--- config.mk ---
export PLATFORM = sky130hd
export DESIGN_NAME = timebase_counter
export DESIGN_NICKNAME = d
export VERILOG_FILES = /design/src/rtl/timebase_pkg.sv /design/src/rtl/tick_gen.sv /design/src/rtl/timebase_counter.sv
export SDC_FILE = /design/constraint.sdc
export NUM_CORES = 1
export LEC_CHECK = 0
export ABC_AREA = 1
export BUFFER_PORTS_ARGS = -buffer_cell sky130_fd_sc_hd__buf_4
export CAP_MARGIN = 20
export CORE_UTILIZATION = 40
export CTS_BUF_LIST = sky130_fd_sc_hd__clkbuf_16
export DETAILED_ROUTE_END_ITERATION = 8
export GPL_TIMING_DRIVEN = 0
export PLACE_DENSITY = 0.76
export SYNTH_ARGS = -nofsm -noshare
export SYNTH_HDL_FRONTEND = slang
export SYNTH_SLANG_ARGS = --single-unit
export TNS_END_PERCENT = 1
--- constraint.sdc ---
create_clock -name clock -period 2.52 [get_ports clock]
set_clock_uncertainty 0.15 [all_clocks]
set_input_delay 0.504 -clock clock [delete_from_list [all_inputs] [get_ports clock]]
set_output_delay 0.504 -clock clock [all_outputs]
set_load 0.01 [all_outputs]
--- src/rtl/timebase_pkg.sv ---
// -----------------------------------------------------------------------------
// timebase_pkg
// Shared constants for the time-of-day counter: time-unit sizes, the bit
// offsets of the packed {hrs, min, sec} time word, and a range check for a
// candidate time value.
// -----------------------------------------------------------------------------
package timebase_pkg;

    localparam int SECS_PER_MIN = 60;
    localparam int MINS_PER_HR  = 60;

    // Packed time word layout: {hrs, min[5:0], sec[5:0]}
    localparam int FIELD_W = 6;
    localparam int SEC_LSB = 0;
    localparam int MIN_LSB = 6;
    localparam int HRS_LSB = 12;

    // Callers zero-extend their packed time word to 64 bits so one function
    // serves every HRS_W.
    function automatic logic hms_in_range(input logic [63:0] hms,
                                          input logic [63:0] max_hrs);
        logic [63:0] hrs_v;
        logic [63:0] min_v;
        logic [63:0] sec_v;
        hrs_v = hms >> HRS_LSB;
        min_v = (hms >> MIN_LSB) & 64'h3F;
        sec_v = (hms >> SEC_LSB) & 64'h3F;
        return (hrs_v <= max_hrs) &&
               (min_v < 64'(MINS_PER_HR)) &&
               (sec_v < 64'(SECS_PER_MIN));
    endfunction

endpackage

--- src/rtl/tick_gen.sv ---
// -----------------------------------------------------------------------------
// tick_gen
// Half-second divider and phase bit. Produces a combinational second strobe
// for the time registers to act on, plus registered half-second and second
// pulses.
//   clock, reset   : rising-edge clock, synchronous active-high reset
//   run            : divider advances when 1, holds when 0
//   clear          : zeroes divider and phase, suppresses the tick
//   load           : an accepted time load; zeroes divider and phase
//   sec_tick       : high in the cycle whose edge completes a second
//   half_sec_pulse : registered one-cycle pulse per half-second tick
//   sec_pulse      : registered one-cycle pulse per second tick
// -----------------------------------------------------------------------------
module tick_gen #(
    parameter int CYCLES_PER_HALF_SEC = 1024
) (
    input  logic clock,
    input  logic reset,
    input  logic run,
    input  logic clear,
    input  logic load,
    output logic sec_tick,
    output logic half_sec_pulse,
    output logic sec_pulse
);

    localparam int              DIV_W = $clog2(CYCLES_PER_HALF_SEC);
    localparam logic [DIV_W-1:0] TERM = DIV_W'(CYCLES_PER_HALF_SEC - 1);

    logic [DIV_W-1:0] div_r;
    logic             phase_r;
    logic             half_r;
    logic             sec_r;
    logic             tick_s;

    // Clear and an accepted load both pre-empt a tick landing on the same edge.
    assign tick_s   = run & (div_r == TERM) & ~clear & ~load;
    assign sec_tick = tick_s & phase_r;

    assign half_sec_pulse = half_r;
    assign sec_pulse      = sec_r;

    // Divider, phase and registered tick pulses.
    always_ff @(posedge clock) begin
        if (reset) begin
            div_r   <= '0;
            phase_r <= 1'b0;
            half_r  <= 1'b0;
            sec_r   <= 1'b0;
        end else if (clear || load) begin
            div_r   <= '0;
            phase_r <= 1'b0;
            half_r  <= 1'b0;
            sec_r   <= 1'b0;
        end else begin
            half_r  <= tick_s;
            sec_r   <= tick_s & phase_r;
            phase_r <= phase_r ^ tick_s;
            if (run) begin
                if (div_r == TERM) begin
                    div_r <= '0;
                end else begin
                    div_r <= div_r + DIV_W'(1);
                end
            end else begin
                div_r <= div_r;
            end
        end
    end

endmodule

--- src/rtl/timebase_counter.sv ---
// -----------------------------------------------------------------------------
// timebase_counter
// Time-of-day counter: hours/minutes/seconds plus a free-running seconds
// accumulator, driven by the tick_gen divider. Supports run/pause, clear,
// time preload with range check, lap capture, and wrap or saturate at the
// maximum time. All outputs are registered.
//   clock, reset   : rising-edge clock, synchronous active-high reset
//   run            : 1 = divider advances, 0 = divider and time hold
//   clear          : zeroes time, accumulator, divider, phase, overflow, lap
//   load_valid     : load load_time this cycle (if in range)
//   load_time      : {hrs, min[5:0], sec[5:0]}
//   lap_req        : capture current time into lap_time
//   HMS_time       : {hrs, min[5:0], sec[5:0]}
//   sec_accum      : seconds since reset, clear or load (modulo 2**ACCUM_W)
//   half_sec_pulse : one-cycle pulse per half-second tick
//   sec_pulse      : one-cycle pulse per second tick
//   lap_time       : captured time; lap_valid pulses when it updates
//   overflow       : wrap mode pulse / saturate mode sticky flag
//   load_err       : one-cycle pulse after a rejected load
// -----------------------------------------------------------------------------
module timebase_counter
    import timebase_pkg::*;
#(
    parameter int CYCLES_PER_HALF_SEC = 1024,
    parameter int HRS_W               = 8,
    parameter int MAX_HRS             = 99,
    parameter int ACCUM_W             = 19,
    parameter int WRAP_MODE           = 1
) (
    input  logic                clock,
    input  logic                reset,
    input  logic                run,
    input  logic                clear,
    input  logic                load_valid,
    input  logic [HRS_W+11:0]   load_time,
    input  logic                lap_req,
    output logic [HRS_W+11:0]   HMS_time,
    output logic [ACCUM_W-1:0]  sec_accum,
    output logic                half_sec_pulse,
    output logic                sec_pulse,
    output logic [HRS_W+11:0]   lap_time,
    output logic                lap_valid,
    output logic                overflow,
    output logic                load_err
);

    localparam int HMS_W = HRS_W + 12;

    logic [HRS_W-1:0]   hrs_r;
    logic [FIELD_W-1:0] min_r;
    logic [FIELD_W-1:0] sec_r;
    logic [ACCUM_W-1:0] accum_r;
    logic [HMS_W-1:0]   lap_r;
    logic               lap_valid_r;
    logic               overflow_r;
    logic               load_err_r;

    logic               in_range_s;
    logic               load_ok_s;
    logic               sec_tick_s;
    logic               at_max_s;
    logic [HRS_W-1:0]   nxt_hrs_s;
    logic [FIELD_W-1:0] nxt_min_s;
    logic [FIELD_W-1:0] nxt_sec_s;

    assign in_range_s = hms_in_range(64'(load_time), 64'(MAX_HRS));
    assign load_ok_s  = load_valid & in_range_s;

    assign at_max_s = (hrs_r == HRS_W'(MAX_HRS)) &&
                      (min_r == FIELD_W'(MINS_PER_HR - 1)) &&
                      (sec_r == FIELD_W'(SECS_PER_MIN - 1));

    tick_gen #(
        .CYCLES_PER_HALF_SEC (CYCLES_PER_HALF_SEC)
    ) u_tick_gen (
        .clock          (clock),
        .reset          (reset),
        .run            (run),
        .clear          (clear),
        .load           (load_ok_s),
        .sec_tick       (sec_tick_s),
        .half_sec_pulse (half_sec_pulse),
        .sec_pulse      (sec_pulse)
    );

    // One-second advance with sec->min->hrs carry; hrs wraps after MAX_HRS.
    always_comb begin
        nxt_sec_s = sec_r;
        nxt_min_s = min_r;
        nxt_hrs_s = hrs_r;
        if (sec_r == FIELD_W'(SECS_PER_MIN - 1)) begin
            nxt_sec_s = '0;
            if (min_r == FIELD_W'(MINS_PER_HR - 1)) begin
                nxt_min_s = '0;
                if (hrs_r == HRS_W'(MAX_HRS)) begin
                    nxt_hrs_s = '0;
                end else begin
                    nxt_hrs_s = hrs_r + HRS_W'(1);
                end
            end else begin
                nxt_min_s = min_r + FIELD_W'(1);
            end
        end else begin
            nxt_sec_s = sec_r + FIELD_W'(1);
        end
    end

    // Time, accumulator, overflow, lap and load-error registers.
    always_ff @(posedge clock) begin
        if (reset || clear) begin
            hrs_r       <= '0;
            min_r       <= '0;
            sec_r       <= '0;
            accum_r     <= '0;
            overflow_r  <= 1'b0;
            lap_r       <= '0;
            lap_valid_r <= 1'b0;
            load_err_r  <= 1'b0;
        end else begin
            // Lap sees the time as it stood before this edge's update.
            lap_valid_r <= lap_req;
            if (lap_req) begin
                lap_r <= {hrs_r, min_r, sec_r};
            end
            load_err_r <= load_valid & ~in_range_s;

            if (load_ok_s) begin
                hrs_r      <= load_time[HRS_LSB +: HRS_W];
                min_r      <= load_time[MIN_LSB +: FIELD_W];
                sec_r      <= load_time[SEC_LSB +: FIELD_W];
                accum_r    <= '0;
                overflow_r <= 1'b0;
            end else if (sec_tick_s && at_max_s && (WRAP_MODE == 0)) begin
                // Saturate: time and accumulator freeze, flag sticks.
                overflow_r <= 1'b1;
            end else if (sec_tick_s) begin
                hrs_r      <= nxt_hrs_s;
                min_r      <= nxt_min_s;
                sec_r      <= nxt_sec_s;
                accum_r    <= accum_r + ACCUM_W'(1);
                overflow_r <= (WRAP_MODE != 0) ? at_max_s : overflow_r;
            end else if (WRAP_MODE != 0) begin
                overflow_r <= 1'b0;
            end
        end
    end

    assign HMS_time  = {hrs_r, min_r, sec_r};
    assign sec_accum = accum_r;
    assign lap_time  = lap_r;
    assign lap_valid = lap_valid_r;
    assign overflow  = overflow_r;
    assign load_err  = load_err_r;

endmodule

==> results list <==
- Total via count in the routed design: roughly 3700
- For this run, the total global-route usage over all layers was measured as 0.212.
- At the pin with the least slew margin, the transition time is ~600 ps.
- Hold-fix buffer count after cts: 0
- Clock tree from TritonCTS: done
- On the critical path, the stage with the largest delay is an instance of sky130_fd_sc_hd__dfxtp_2.
* Critical path, cell by cell: ha_2 -> nand4_1 -> nor2_2 -> nand2_2 -> nor2_1 -> nand2_1 -> inv_2 -> ha_4 -> inv_4 -> buf_4 -> nor3_2 -> xnor2_1 -> nor2_1
* Cell area after layout: 4790 µm²
- The kind of cell with the highest combined delay along the critical path is simple AND/OR/NAND/NOR gates.
* Total gr overflow: 0
* FMAX: 0.420 GHz
- Count of endpoints failing hold in the final timing report: 0
- After synthesis, the netlist uses 34 different library cells.
- The core region is 8680 µm².
- Once placement finished, the instance area stood at roughly 4400 µm².
- For this block, the initial DRC count from the detailed router was 149.
- Worst max-slew margin expressed relative to the limit: 0.588
- Worst setup slack for register-to-register paths: 140 ps
* Type of element capturing the critical path: flip-flop
* Critical R2R Launch: u_tick_gen.div_r[1]$_SDFFE_PP0P_
- For this run, the number of standard cells in the final layout without fillers is approximately 720.
- Number of enable flip-flop cells after synthesis: 0
* Die width: 96.5 µm
- In this run the worst setup path terminates at sec_accum[14]$_SDFFE_PP0P_.
- Setup violations remaining at the end of the flow were counted as 0.
- After synthesis, the share of flip-flops with an asynchronous set or reset is 0.
* Most instantiated flip-flop cell in the synthesis netlist: sky130_fd_sc_hd__dfxtp_1
* Net count after synthesis: 529
* Maximum number of pins on one net before global-route repair: 13
- sky130_fd_sc_hd__dfxtp_1 takes more of the synthesized area than any other cell.
- Cell count of the worst reg-to-reg path: 13
* Path class of the lowest-slack min-delay path: in -> reg
- For this run, the share of the core covered by cells in the final layout is 0.552.
* Final-layout setup total negative slack: 0 ps
- Data arrival, critical path: 2450 ps
* Maximum vdd drop: ~0.38 mV
* Skew-Pair Late Insertion Delay: around 330 ps
* Clock tree root driver cell: sky130_fd_sc_hd__clkbuf_16
- Bufs on Longest Clock Path: 2
- The initial antenna violation count was 0.
- The clock tree synthesis step divided the H-tree into 3 levels.
- Number of synthesis warnings: 0
- Shortest clock period the worst path allows after layout: about 2400 ps
* Static Leakage: 2.04 nW
- The critical path is of the reg -> reg type.
- Fill cells in the final layout number 816.
- Commonest cells post-synth: sky130_fd_sc_hd__nand2_1 (109), sky130_fd_sc_hd__nor2_1 (80), sky130_fd_sc_hd__dfxtp_1 (75)
* Drc violations: 0
- The wire-length estimate of the detail-placed layout is 7110 µm.
- For this design the ratio of total power to cell area is ~560 nW/µm².
- At the worst endpoint, the required time is 2590 ps.
- The final number of max-transition violations came to 0.
- ANT nets after route: 0
* Highest metal layer used by the detailed router: met4
* Detailed-route wire length per cell: roughly 14 µm
* Clock-pin slew reported for the worst setup and hold paths after clock tree synthesis: 60 ps
- The endpoint identified for the worst register-to-register timing path is sec_accum[14]$_SDFFE_PP0P_.
- For this run, the slowest stage of the critical path takes 340 ps.
* Synth Instances: 497
- Via density per instance: 5.12
- The flow ran to the end, and the final reports show no timing, DRC or antenna violations.
- Detail Route met2 WL: 4730 µm
- The final layout contains routed wiring with a total length of just under 10000 µm.
* Router iterations before antenna repair: 4
* Most Frequent Cell on Critical Path: sky130_fd_sc_hd__nor2_1
- Vias in the first global route: 3338
- STA classifies the critical path startpoint as a flip-flop.
- The floorplan has 34 rows.
* Number of instances in the placed design: approximately 690
- Together, buffers and inverters on the worst path number 3.
* Most frequent cell after synthesis: sky130_fd_sc_hd__nand2_1
- Number of antenna repair diodes: 0
* Final Cycle Share: 0.944
- Clock tree synthesis found a total of between 70 and 80 sinks.
- In this run the mean area of a mapped cell was 7.18 µm².
* Depth of the critical timing path with buffers and inverters included: 13
- Total clock buffers created by CTS: 9
* Flip-flop and latch count after synthesis: 75
* Fraction of final layout cells with drive strength greater than 1: 0.242
- The synthesized netlist occupies a cell area of 3570 µm².
* Wire length on met1: 4160 µm
* Highest fanout seen on the critical path: 10
- Post-synthesis sequential area ratio: 0.420
- Number of input and output port buffers inserted: 89
- Die height: approximately 96 µm
* Area contributors post-synth: sky130_fd_sc_hd__dfxtp_1 (42%), sky130_fd_sc_hd__nand2_1 (11%), sky130_fd_sc_hd__nor2_1 (8.4%), sky130_fd_sc_hd__nand3_1 (4.6%), sky130_fd_sc_hd__inv_1 (4.5%)
- Wire segments on met3 add up to 726 µm in the final route.
- I/O pin cnt: 90
- The floorplan step defined a die boundary enclosing 9310 µm².
- Layout-stage area growth over the synthesis result: 34.2%
- Across the run, the number of max-cap violations was 0.
- CP Launch Point: u_tick_gen.div_r[1]$_SDFFE_PP0P_
- For this configuration, the core starts out at a cell density of 0.411.
- The net count of the finished layout is 635.
- Post-synth top area share: 0.420
- The first global-routing pass estimated 15200 µm of wire.
- Final RePlAce weighted congestion: 0.893
## worst min-delay path by stage
stage,start,to,slack [ps],depth (start not counted)
final,load_valid,load_err$_SDFF_PP0_,290,3
after global routing,load_valid,load_err$_SDFF_PP0_,310,3
after CTS,load_valid,load_err$_SDFF_PP0_,280,3
after detailed placement,lap_time[8]$_SDFFE_PP0P_,lap_time[8]$_SDFFE_PP0P_,300,2
after global placement,lap_time[13]$_SDFFE_PP0P_,lap_time[13]$_SDFFE_PP0P_,300,2
after floorplan,u_tick_gen.div_r[1]$_SDFFE_PP0P_,u_tick_gen.div_r[1]$_SDFFE_PP0P_,330,2
## cell usage in the layout, fill, tap and decap left out, drive strengths merged
cell type,n
buf,103
clkinv,6
ha,6
o31ai,2
nor3b,2
dfxtp,75
xnor2,14
nor2,83
and3,1
a21oi,30
o21ai,33
xor2,14
bufinv,1
clkbuf,16
inv,45
o21a,1
or2,2
nor3,10
nand4,12
o21bai,1
a31oi,3
nand3,34
nand2,113
## report_power, final
group | internal [mW] | switching [mW] | total [mW]
registers | 1.20 | 0.0206 | 1.23
clock network | 0.753 | 0.474 | 1.23
logic | 0.0879 | 0.119 | 0.207
## worst min-delay path: stages
cell                      delay (ps)
sky130_fd_sc_hd__buf_4           110
sky130_fd_sc_hd__nand3_1          70
sky130_fd_sc_hd__inv_1            50
## logic make-up (layout without fill, tap and decap cells)
group,count (synthesis),count (layout),synth area share
adder cells (fa/ha/maj),6,6,0.0210
XOR/XNOR,28,28,0.0687
buffers and inverters,61,171,0.0722
flip-flops,75,75,0.420
AND/OR/NAND/NOR,257,257,0.309
AO/OA/AOI/OAI,70,70,0.109
## final cells by class
| class | count | area [µm²] | area share |
|---|---|---|---|
| Sequential cell | 75 | 1500 | 0.314 |
| Inverter | 46 | 178 | 0.0371 |
| Timing Repair Buffer | 95 | 713 | 0.149 |
| Buffer | 15 | 96.3 | 0.0201 |
| Clock buffer | 9 | 225 | 0.0470 |
| Clock inverter | 6 | 57.6 | 0.0120 |
| Multi-Input combinational cell | 361 | 1880 | 0.393 |
| Tap cell | 108 | 135 | 0.0282 |
## flip-flops by register name (all words and copies together), names as in the netlist
register                   flops
lap_time                      20
u_tick_gen.half_sec_pulse      1
u_tick_gen.sec_pulse           1
load_err                       1
hrs_r                          8
lap_valid                      1
u_tick_gen.div_r              10
u_tick_gen.phase_r             1
sec_accum                     19
overflow                       1
min_r                          6
sec_r                          6
## routing by layer
| metal | up-vias | global-route usage |
|---|---|---|
| met1 | 1708 | 0.250 |
| met3 | 14 | 0.0516 |
| met2 | 124 | 0.369 |
| met5 | - | 0 |
| li1 | 1813 | - |
| met4 | 0 | 0.0784 |
## repair_timing
action | 4_1_cts | 5_1_grt
pin swaps | 1 | 7
setup endpoints to repair | 24 | 35
resized for setup | 6 | 21
setup buffers | 0 | 6
## through the flow
| stage | setup slack, ps | total power [mW] | hold slack [ps] |
|---|---|---|---|
| 2_1_floorplan | 97.7 | 1.36 | 334 |
| 3_3_place_gp | -515 | 1.45 | 300 |
| 3_5_place_dp | -526 | 1.46 | 305 |
| 4_1_cts | -48.4 | 2.68 | 278 |
| 5_1_grt | -12.6 | 2.75 | 306 |
| 6_report | 140 | 2.66 | 289 |
Power figures use the tool's default switching activity.
